`src/rtl/imem_pkg.sv`:
```
// Shared types and constants for the instruction-memory loader.
package imem_pkg;

    typedef enum logic [1:0] {
        IDLE,
        LOAD,
        WRITE,
        DONE
    } loader_state_t;

    localparam int unsigned BYTES_PER_WORD = 4;
    localparam int unsigned LANE_W         = 2;

endpackage

```
`src/rtl/imem_loader_if.sv`:
```
// Word-stream handshake plus byte write port of the instruction memory.
// slave: the loader's view; master: the program source / memory side.
interface imem_loader_if #(
    parameter int unsigned XLEN = 32
);
    logic            word_valid;
    logic [31:0]     word_data;
    logic            word_last;
    logic            word_ready;
    logic            mem_we;
    logic [XLEN-1:0] mem_addr;
    logic [7:0]      mem_wdata;

    modport master (
        output word_valid, word_data, word_last,
        input  word_ready,
        input  mem_we, mem_addr, mem_wdata
    );

    modport slave (
        input  word_valid, word_data, word_last,
        output word_ready,
        output mem_we, mem_addr, mem_wdata
    );
endinterface

```
`src/rtl/imem_byte_serializer.sv`:
```
// Splits a 32-bit word into four little-endian bytes, one per cycle.
// byte_data_o holds its last value once the sequence ends.
module imem_byte_serializer
    import imem_pkg::*;
(
    input  logic              clk,
    input  logic              rst_n,
    input  logic              load_i,
    input  logic [31:0]       word_i,
    output logic              byte_valid_o,
    output logic [LANE_W-1:0] byte_lane_o,
    output logic [7:0]        byte_data_o,
    output logic              byte_done_o
);
    logic [31:0]       word_q;
    logic [LANE_W-1:0] lane_q;
    logic [LANE_W-1:0] lane_nxt;
    logic              valid_q;
    logic [7:0]        data_q;
    logic              last_lane;

    assign lane_nxt  = lane_q + LANE_W'(1);
    assign last_lane = valid_q && (lane_q == LANE_W'(BYTES_PER_WORD - 1));

    // Capture the word on load, then step the lane and pre-select the next byte.
    always_ff @(posedge clk or negedge rst_n) begin
        if (!rst_n) begin
            word_q  <= '0;
            lane_q  <= '0;
            valid_q <= 1'b0;
            data_q  <= '0;
        end else if (load_i) begin
            word_q  <= word_i;
            lane_q  <= '0;
            valid_q <= 1'b1;
            data_q  <= word_i[7:0];
        end else if (valid_q) begin
            if (last_lane) begin
                valid_q <= 1'b0;
            end else begin
                lane_q <= lane_nxt;
                data_q <= word_q[{lane_nxt, 3'b000} +: 8];
            end
        end
    end

    assign byte_valid_o = valid_q;
    assign byte_lane_o  = lane_q;
    assign byte_data_o  = data_q;
    assign byte_done_o  = last_lane;

endmodule

```
`src/rtl/imem_loader.sv`:
```
// Streams 32-bit instruction words into the byte-wide instruction memory
// write port (little-endian) and holds the core in reset until a load ends.
// Optional: define IMEM_LOADER_CHECKSUM_EN to accumulate a sum of accepted
// words on the checksum port; otherwise checksum reads as zero.
module imem_loader
    import imem_pkg::*;
#(
    parameter int unsigned     XLEN      = 32,
    parameter logic [XLEN-1:0] BASE_ADDR = '0,
    parameter int unsigned     MAX_WORDS = 256
) (
    input  logic          clk,
    input  logic          rst_n,
    input  logic          start,
    imem_loader_if.slave  bus,
    output logic          busy,
    output logic          done,
    output logic          err,
    output logic          cpu_hold,
    output logic [15:0]   word_count,
    output logic [31:0]   checksum
);
    loader_state_t     state_q;
    logic [XLEN-1:0]   ptr_q;
    logic [XLEN-1:0]   addr_q;
    logic [15:0]       count_q;
    logic [15:0]       count_inc;
    logic              last_q;
    logic              word_ready_q;
    logic              busy_q;
    logic              done_q;
    logic              err_q;
    logic              cpu_hold_q;

    logic              accept;
    logic              start_ok;
    logic              ser_done;
    logic [LANE_W-1:0] ser_lane;

    assign accept    = (state_q == LOAD) && bus.word_valid;
    assign start_ok  = start && ((state_q == IDLE) || (state_q == DONE));
    assign count_inc = count_q + 16'd1;

    imem_byte_serializer u_serializer (
        .clk          (clk),
        .rst_n        (rst_n),
        .load_i       (accept),
        .word_i       (bus.word_data),
        .byte_valid_o (bus.mem_we),
        .byte_lane_o  (ser_lane),
        .byte_data_o  (bus.mem_wdata),
        .byte_done_o  (ser_done)
    );

    // Load sequencer: state, address pointer, word count and status outputs.
    always_ff @(posedge clk or negedge rst_n) begin
        if (!rst_n) begin
            state_q      <= IDLE;
            ptr_q        <= '0;
            addr_q       <= '0;
            count_q      <= '0;
            last_q       <= 1'b0;
            word_ready_q <= 1'b0;
            busy_q       <= 1'b0;
            done_q       <= 1'b0;
            err_q        <= 1'b0;
            cpu_hold_q   <= 1'b1;
        end else begin
            case (state_q)
                IDLE, DONE: begin
                    if (start_ok) begin
                        state_q      <= LOAD;
                        ptr_q        <= BASE_ADDR;
                        count_q      <= '0;
                        err_q        <= 1'b0;
                        word_ready_q <= 1'b1;
                        busy_q       <= 1'b1;
                        done_q       <= 1'b0;
                        cpu_hold_q   <= 1'b1;
                    end
                end
                LOAD: begin
                    if (accept) begin
                        state_q      <= WRITE;
                        last_q       <= bus.word_last;
                        addr_q       <= ptr_q;
                        word_ready_q <= 1'b0;
                    end
                end
                WRITE: begin
                    if (ser_done) begin
                        ptr_q   <= ptr_q + XLEN'(BYTES_PER_WORD);
                        count_q <= count_inc;
                        // A flagged last word wins over hitting the word limit.
                        if (last_q || (count_inc == 16'(MAX_WORDS))) begin
                            state_q    <= DONE;
                            err_q      <= !last_q;
                            busy_q     <= 1'b0;
                            done_q     <= 1'b1;
                            cpu_hold_q <= 1'b0;
                        end else begin
                            state_q      <= LOAD;
                            word_ready_q <= 1'b1;
                        end
                    end else begin
                        addr_q <= ptr_q + XLEN'(ser_lane) + XLEN'(1);
                    end
                end
                default: state_q <= IDLE;
            endcase
        end
    end

`ifdef IMEM_LOADER_CHECKSUM_EN
    logic [31:0] checksum_q;

    // Running modulo-2^32 sum of accepted words, cleared when a load starts.
    always_ff @(posedge clk or negedge rst_n) begin
        if (!rst_n) begin
            checksum_q <= '0;
        end else if (start_ok) begin
            checksum_q <= '0;
        end else if (accept) begin
            checksum_q <= checksum_q + bus.word_data;
        end
    end

    assign checksum = checksum_q;
`else
    assign checksum = '0;
`endif

    assign bus.word_ready = word_ready_q;
    assign bus.mem_addr   = addr_q;
    assign busy           = busy_q;
    assign done           = done_q;
    assign err            = err_q;
    assign cpu_hold       = cpu_hold_q;
    assign word_count     = count_q;

endmodule
```
`src/flat_wrapper.sv`:
```
// flat-port wrapper written by rule: the top's interface ports become plain ports
module imem_loader_flat import imem_pkg::*;
#(
    parameter int unsigned     XLEN      = 32,
    parameter logic [XLEN-1:0] BASE_ADDR = '0,
    parameter int unsigned     MAX_WORDS = 256
)
  (clk, rst_n, start, busy, done, err, cpu_hold, word_count, checksum, bus_word_valid, bus_word_data, bus_word_last, bus_word_ready, bus_mem_we, bus_mem_addr, bus_mem_wdata);
  imem_loader_if #(.XLEN(XLEN)) bus_i ();
  input  logic clk;
  input  logic rst_n;
  input  logic start;
  output logic busy;
  output logic done;
  output logic err;
  output logic cpu_hold;
  output logic [15:0] word_count;
  output logic [31:0] checksum;
  input wire logic [$bits(bus_i.word_valid)-1:0] bus_word_valid;
  input wire logic [$bits(bus_i.word_data)-1:0] bus_word_data;
  input wire logic [$bits(bus_i.word_last)-1:0] bus_word_last;
  output wire logic [$bits(bus_i.word_ready)-1:0] bus_word_ready;
  output wire logic [$bits(bus_i.mem_we)-1:0] bus_mem_we;
  output wire logic [$bits(bus_i.mem_addr)-1:0] bus_mem_addr;
  output wire logic [$bits(bus_i.mem_wdata)-1:0] bus_mem_wdata;
  assign bus_i.word_valid = bus_word_valid;
  assign bus_i.word_data = bus_word_data;
  assign bus_i.word_last = bus_word_last;
  assign bus_word_ready = bus_i.word_ready;
  assign bus_mem_we = bus_i.mem_we;
  assign bus_mem_addr = bus_i.mem_addr;
  assign bus_mem_wdata = bus_i.mem_wdata;
  imem_loader #(.XLEN(XLEN), .BASE_ADDR(BASE_ADDR), .MAX_WORDS(MAX_WORDS)) u_core (.clk(clk), .rst_n(rst_n), .start(start), .bus(bus_i), .busy(busy), .done(done), .err(err), .cpu_hold(cpu_hold), .word_count(word_count), .checksum(checksum));
endmodule
```
`config.mk`:
```
export PLATFORM = sky130hd
export DESIGN_NAME = imem_loader_flat
export DESIGN_NICKNAME = d
export VERILOG_FILES = /design/src/rtl/imem_pkg.sv /design/src/rtl/imem_loader_if.sv /design/src/rtl/imem_byte_serializer.sv /design/src/rtl/imem_loader.sv /design/src/flat_wrapper.sv
export SDC_FILE = /design/constraint.sdc
export NUM_CORES = 1
export LEC_CHECK = 0
export ABC_CLOCK_PERIOD_IN_PS = 3000
export BUFFER_PORTS_ARGS = -buffer_cell sky130_fd_sc_hd__buf_2
export CAP_MARGIN = 15
export CORE_MARGIN = 1.5
export CORE_UTILIZATION = 55
export DETAILED_ROUTE_END_ITERATION = 10
export GPL_TIMING_DRIVEN = 0
export MAX_ROUTING_LAYER = met4
export PLACE_DENSITY = 0.84
export SKIP_LAST_GASP = 1
export SLEW_MARGIN = 20
export SYNTH_ARGS = -nofsm -noshare
export SYNTH_HDL_FRONTEND = slang
export SYNTH_HIERARCHICAL = 1
export SYNTH_SLANG_ARGS = --single-unit
```
`constraint.sdc`:
```
create_clock -name clk -period 3 [get_ports clk]
set_input_delay 0.9 -clock clk [delete_from_list [all_inputs] [get_ports clk]]
set_output_delay 0.9 -clock clk [all_outputs]
set_load 0.03 [all_outputs]
```
==> impl_metrics.py, run 1 <==
metrics = {
    "route": {
        "drtPass1Iterations": 7,
        "route.detailed.drc": 0,
        "avgRoutedWirePerCell_microns": 15.6,
        "wl_mm": 15.7,
        "drt_iter0_drc": 478,
        "antenna_left": 0,
        "via_per_inst": 5.48,
        "vias": 5542,
    },
    "place": {
        "portBuffers": 98,
        "placed_area_sq_um": 7760,
        "gp_congestion": 0.838,
        "pre_cts_slack_ns": 0.292,
        "hpwl_mm": 10.9,
        "placedCellCount": 982,
    },
    "floorplan": {
        "die_h_microns": 115,
        "io_pins": 131,
        "core_sq_um": 12100,
        "rows": 40,
        "fp.dieW_microns": 115,
        "initial_core_util_pct": 57.0,
        "dieArea_sq_um": 13200,
    },
    "grt": {
        "gr-total-overflow": 0,
        "grt_pass1_wl_mm": 25.9,
        "antenna_found_initial": 0,
        "grt_max_degree": 89,
        "grt_usage_pct": 25.6,
        "first_global_vias": 5207,
    },
    "final_layout": {
        "n_antenna_cell": 0,
        "drive_gt1_share_pct": 29.7,
        "final_cell_mix": "128 x dfrtp_1, 110 x buf_2, 88 x nor2_1",
        "fin_cells": 1012,
        "fin_nets": 878,
        "area.growth.synth_to_final_pct": 20.2,
        "fin_util_pct": 68.5,
        "fin_area_sq_um": 8300,
        "final_common_cell": "dfrtp_1",
    },
    "cts": {
        "clkLatencyLatePin_ns": 0.41,
        "ctsResizeCount": 0,
        "clock_sinks": 129,
        "cts_setup_buffers": 0,
        "cts_htree_levels": 4,
        "postCtsHoldBufs": 0,
        "ctsRootBufferMaster": "clkbuf_16",
        "cts_buffers": 17,
        "cts_tree": "done",
        "clkTransAtPathRegs_ns": 0.05,
        "cts_max_path_buffers": 2,
    },
    "logic_synthesis": {
        "ys_ff_latch": 129,
        "syn_inst": 684,
        "syn_area_sq_um": 6900,
        "synth_warnings": 6,
        "yosysSeqAreaShare_pct": 46.8,
        "synth_edf_count": 0,
        "synth_ff_type": "dfrtp_1",
        "ys_types": 62,
        "syn_avg_cell_area_sq_um": 10.1,
        "async_flop_share_pct": 100,
    },
    "worst_setup_path": {
        "worst_path_most_repeated_cell": "clkbuf_1",
        "r2r-end": "u_core/word_count[7]",
        "slowest_delay_ns": 0.49,
        "crit_path_cell_trace": "ha_1 -> and2_1 -> nand2b_1 -> o211ai_1 -> clkbuf_1 -> clkbuf_1 -> o21ai_0 -> o41ai_1",
        "reg2reg_from": "u_core/u_serializer/byte_lane_o[0]",
        "worstSetupPathType": "flip-flop to flip-flop",
        "reg2reg_depth": 8,
        "rrSetupSlack_ns": 0.29,
        "endpoint_kind": "flip-flop",
        "required_ns": 3.30,
        "setup.worst_path.start_class": "flip-flop",
        "critPathMaxFanout": 10,
        "arrival_ns": 3.02,
        "crit_path_top_delay_cell": "dfrtp_1",
    },
    "timing": {
        "rsz0062_at_grt": "no",
        "fin_ws_ns": 0.288,
        "fin_skew_ns": 0.00654,
        "max_freq_mhz": 369,
        "setup-violations-final": 0,
        "min_period_ns": 2.71,
        "hold_violations": 0,
        "finalMaxSlewViolations": 0,
        "final.period_utilization_pct": 90.4,
        "worstMarginPinSlew_ns": 0.797,
        "slew-limit-headroom_pct": 46.7,
    },
    "power": {
        "p_leak_uw": 0.00424,
        "fin_total_pwr_uw": 3780,
        "worst_ir_drop_vdd_mv": 0.466,
        "power_density_nw_per_um2": 456,
    },
    "run": {
        "cap_violations": 0,
    },
    "min_path": {
        "hp-class": "input pin to async pin",
    },
    "outcome": {
        "status": "complete, no violations",
    },
}
registers in the layout, summed over array words and instances, names as in the netlist:
register and count:
u_core/last_q 1, u_core/ptr_q 30, u_core/done 1, u_core/u_serializer/word_q 32
u_core/u_serializer/byte_data_o 8, u_core/u_serializer/byte_lane_o 2, u_core/state_q 2, u_core/bus.mem_addr 32
u_core/busy 1, u_core/word_count 16, u_core/cpu_hold 1, u_core/u_serializer/byte_valid_o 1
u_core/err 1, u_core/bus.word_ready 1
power breakdown:
part | switching (uW) | internal [uW]
clock network | 706 | 1180
registers | 0 | 1740
logic | 99.8 | 50.3
total | 806 | 2980
area by class of cell:
class	instances	area [sq um]
fill	987	3810
sequential	129	3230
timing repair buffer	99	528
multi-input combinational	506	3310
tap	168	210
clock inverter	7	60.1
clock buffer	23	478
buffer	70	444
inverter	10	37.5
Yosys cell counts, types with 5 or more instances:
master / count / area (sq um)
and3_1: 6 / 37.5
o21ai_0: 26 / 130
buf_2: 13 / 65.1
dfrtp_1: 128 / 3200
a222oi_1: 8 / 80.1
buf_4: 33 / 248
a31oi_1: 6 / 37.5
ha_1: 8 / 100
xnor2_1: 31 / 272
or3_1: 5 / 31.3
nor2_1: 88 / 330
clkbuf_1: 18 / 67.6
mux2_2: 48 / 541
nor3_1: 16 / 80.1
nand4_1: 9 / 56.3
nand2_1: 45 / 169
a21oi_1: 52 / 260
xor2_1: 26 / 228
inv_1: 10 / 37.5
nand3_1: 30 / 150
o41ai_1: 5 / 43.8
routing by layer:
| metal | wire length [microns] | GRT usage [%] | vias up |
|---|---|---|---|
| met3 | 998 | 6.54 | 24 |
| met5 | 0 | - | - |
| met4 | 214 | 6.67 | 0 |
| li1 | - | - | 2640 |
| met1 | 7100 | 34.4 | 2669 |
| met2 | 7440 | 39.0 | 209 |
worst max path at each step:
stage / from / cells after the start / endpoint
4_1_cts: u_core/u_serializer/byte_lane_o[0] / 8 / u_core/word_count[9]
6_report: u_core/u_serializer/byte_lane_o[0] / 8 / u_core/word_count[7]
3_5_place_dp: start / 7 / u_core/word_count[3]
3_3_place_gp: rst_n / 1 / u_core/u_serializer/word_q[22]
5_1_grt: u_core/u_serializer/byte_lane_o[0] / 8 / u_core/word_count[9]
2_1_floorplan: u_core/word_count[0] / 9 / u_core/err
logic make-up after synthesis:
group	after synthesis	synth area share (%)
and+or+nand+nor	238	18.2
DFF	129	46.8
AOI/OAI and AO/OA	120	10.9
buffers and inverters	80	6.98
xor gates and xnor gates	57	7.23
muxes	51	8.41
adders and majority gates	8	1.45
other	1	0.0543
metrics by stage:
step,hold slack [ns],TNS (ns)
after CTS,0.374,0
after global routing,0.385,0
after detailed placement,0.461,0
after floorplan,0.473,0
after global placement,0.455,-85.07
final,0.371,0
worst max-delay path: cells and delay by family, from the launching register on:
family	cells	cell delay (ns)
DFF	1	0.49
and+or+nand+nor	2	0.41
AOI/OAI and AO/OA	3	0.50
buffers and inverters	2	0.92
adders and majority gates	1	0.27
Note: power is estimated with default switching activity, not from simulation.
==> run 2: changes to the inputs <==
--- a/config.mk
+++ b/config.mk
@@ -5,12 +5,15 @@
 export SDC_FILE = /design/constraint.sdc
 export NUM_CORES = 1
 export LEC_CHECK = 0
+export ABC_AREA = 1
 export ABC_CLOCK_PERIOD_IN_PS = 3000
 export BUFFER_PORTS_ARGS = -buffer_cell sky130_fd_sc_hd__buf_2
 export CAP_MARGIN = 15
 export CORE_MARGIN = 1.5
 export CORE_UTILIZATION = 55
+export CTS_BUF_LIST = sky130_fd_sc_hd__clkbuf_8
 export DETAILED_ROUTE_END_ITERATION = 10
+export GPL_ROUTABILITY_DRIVEN = 0
 export GPL_TIMING_DRIVEN = 0
 export MAX_ROUTING_LAYER = met4
 export PLACE_DENSITY = 0.84
==> run 2 against run 1 <==
Compared with the run above: global-route usage up 1.5 points; combinational power rose to 20 times the previous value; synthesized cell count up 30%; hold slack worse by 0.042 ns; core utilization down 1.9 points; power up 85%; worst setup slack better by 0.25 ns; critical path depth up 2; wire length up 7.5%; final cell count up 21%; non-clock buffer count down 12; critical endpoint is now u_core/bus.mem_addr[3].
==> impl_metrics.py, run 2 <==
metrics = {
    "cts": {
        "ctsRootBufferMaster": "clkbuf_8",
        "cts_buffers": 17,
        "ctsResizeCount": 0,
        "cts_setup_buffers": 0,
        "cts_max_path_buffers": 2,
        "clock_sinks": 129,
        "cts_htree_levels": 4,
        "clkTransAtPathRegs_ns": 0.07,
        "clkLatencyLatePin_ns": 0.45,
        "postCtsHoldBufs": 0,
        "cts_tree": "done",
    },
    "route": {
        "antenna_left": 0,
        "drt_iter0_drc": 396,
        "vias": 6341,
        "avgRoutedWirePerCell_microns": 13.9,
        "via_per_inst": 5.19,
        "route.detailed.drc": 0,
        "wl_mm": 16.9,
        "drtPass1Iterations": 5,
    },
    "floorplan": {
        "initial_core_util_pct": 56.2,
        "dieArea_sq_um": 13600,
        "fp.dieW_microns": 117,
        "io_pins": 131,
        "core_sq_um": 12600,
        "rows": 41,
        "die_h_microns": 117,
    },
    "grt": {
        "grt_usage_pct": 27.1,
        "grt_max_degree": 86,
        "first_global_vias": 5724,
        "antenna_found_initial": 0,
        "grt_pass1_wl_mm": 27.5,
        "gr-total-overflow": 0,
    },
    "worst_setup_path": {
        "slowest_delay_ns": 0.53,
        "worst-path-buf-inv": 4,
        "endpoint_kind": "flip-flop",
        "crit_path_top_delay_cell": "a21oi_1",
        "required_ns": 3.31,
        "rrSetupSlack_ns": 0.54,
        "crit_path_cell_trace": "ha_1 -> nand2_1 -> inv_1 -> inv_1 -> nand2_4 -> a21oi_1 -> inv_1 -> clkbuf_1 -> nand2_1 -> o31ai_1",
        "r2r-end": "u_core/bus.mem_addr[3]",
        "cp_num_cells": 10,
        "critPathMaxFanout": 10,
        "reg2reg_depth": 10,
        "arrival_ns": 2.77,
        "reg2reg_from": "u_core/u_serializer/byte_lane_o[0]",
        "worstSetupPathType": "flip-flop to flip-flop",
        "worst_path_most_repeated_cell": "inv_1",
        "setup.worst_path.start_class": "flip-flop",
        "cp_top_family": "buffers and inverters",
    },
    "logic_synthesis": {
        "ys_ff_latch": 129,
        "synth_warnings": 6,
        "ys_top_cells_by_area": "dfrtp_1 45%, nand2_1 11%, o21ai_0 5.4%",
        "async_flop_share_pct": 100,
        "yosysTopAreaCellShare_pct": 45.2,
        "syn_inst": 888,
        "yosysTopAreaCell": "dfrtp_1",
        "ys_types": 45,
        "yosysSeqAreaShare_pct": 45.5,
        "synth_edf_count": 0,
        "yosysMostFrequentCell": "nand2_1",
        "netlist_top_cells_count": "214 x nand2_1, 128 x dfrtp_1, 101 x inv_1",
        "synth_ff_type": "dfrtp_1",
        "syn_area_sq_um": 7090,
        "syn_avg_cell_area_sq_um": 7.99,
    },
    "timing": {
        "timing.hold.ws_ns": 0.329,
        "worstMarginPinSlew_ns": 0.683,
        "rsz0062_at_grt": "no",
        "setup-violations-final": 0,
        "fin_skew_ns": 0.00811,
        "max_freq_mhz": 407,
        "slew-limit-headroom_pct": 54.5,
        "min_period_ns": 2.46,
        "hold_violations": 0,
        "final.period_utilization_pct": 81.9,
        "finalMaxSlewViolations": 0,
    },
    "outcome": {
        "status": "complete, no violations",
    },
    "final_layout": {
        "n_antenna_cell": 0,
        "fin_nets": 1082,
        "final_common_cell": "nand2_1",
        "fin_area_sq_um": 8410,
        "drive_gt1_share_pct": 23.1,
        "n_fill_cell": 1081,
        "area.growth.synth_to_final_pct": 18.6,
        "final_cell_mix": "214 x nand2_1, 128 x dfrtp_1, 105 x buf_2",
        "fin_util_pct": 66.6,
    },
    "power": {
        "power_density_nw_per_um2": 834,
        "worst_ir_drop_vdd_mv": 0.625,
        "p_leak_uw": 0.00423,
    },
    "place": {
        "placed_area_sq_um": 7950,
        "hpwl_mm": 12.5,
        "portBuffers": 98,
    },
    "min_path": {
        "hp-class": "input pin to async pin",
    },
    "run": {
        "cap_violations": 0,
    },
}
[run 2: report_power, final]
| part | total (uW) | leakage (uW) | switching (uW) | internal, uW |
|---|---|---|---|---|
| logic | 3020 | 0.00229 | 2130 | 887 |
| registers | 2320 | 0.00171 | 188 | 2130 |
| clock network | 1670 | 0.000236 | 663 | 1010 |
[run 2: final cells by class]
cell class | count | area [sq um] | area share (%)
repair buffers | 99 | 528 | 6.28
flip-flops and latches | 129 | 3230 | 38.4
clock buffers | 22 | 303 | 3.60
inverters | 116 | 443 | 5.27
well taps | 172 | 215 | 2.56
multi-input cells | 616 | 3140 | 37.4
clock inverters | 10 | 155 | 1.84
plain buffers | 58 | 393 | 4.67
[run 2: per-layer routing]
metal | vias up | wire length (microns) | track usage [%] | share of wire [%]
met5 | - | 0 | - | 0
met3 | 43 | 1460 | 5.66 | 8.6
met1 | 2898 | 6970 | 34.5 | 41
met4 | 0 | 473 | 11.6 | 2.8
li1 | 3100 | - | - | -
met2 | 300 | 8020 | 42.3 | 47
[run 2: how the worst max path moves through the flow]
stage / from / to
finish: u_core/u_serializer/byte_lane_o[0] / u_core/bus.mem_addr[3]
global placement: rst_n / u_core/bus.mem_addr[17]
global route: u_core/u_serializer/byte_lane_o[0] / u_core/bus.mem_addr[3]
detailed placement: bus_word_valid / u_core/bus.mem_addr[2]
CTS: u_core/u_serializer/byte_lane_o[0] / u_core/bus.mem_addr[3]
floorplan: start / u_core/ptr_q[27]
[run 2: through the flow]
stage                     setup TNS [ns]  cells  total power, uW  setup slack (ns)
after floorplan                        0    919             4480             0.944
after global placement            -84.67   1189             5260            -0.675
after detailed placement               0   1190             5330             0.449
after CTS                              0   1222             7030             0.531
after global routing                   0   1222             7460             0.317
final                                  0   1222             7010             0.543
[run 2: kinds of logic (layout without fill, tap and decap cells)]
kind of cell	Yosys count	count (layout)	synth area share [%]
other	1	32	0.0529
DFF	129	129	45.5
muxes	1	1	0.141
adders and majority gates	8	8	1.41
xor gates and xnor gates	30	30	3.71
buffers and inverters	174	305	11.8
and+or+nand+nor	396	396	25.8
AOI/OAI and AO/OA	149	149	11.5
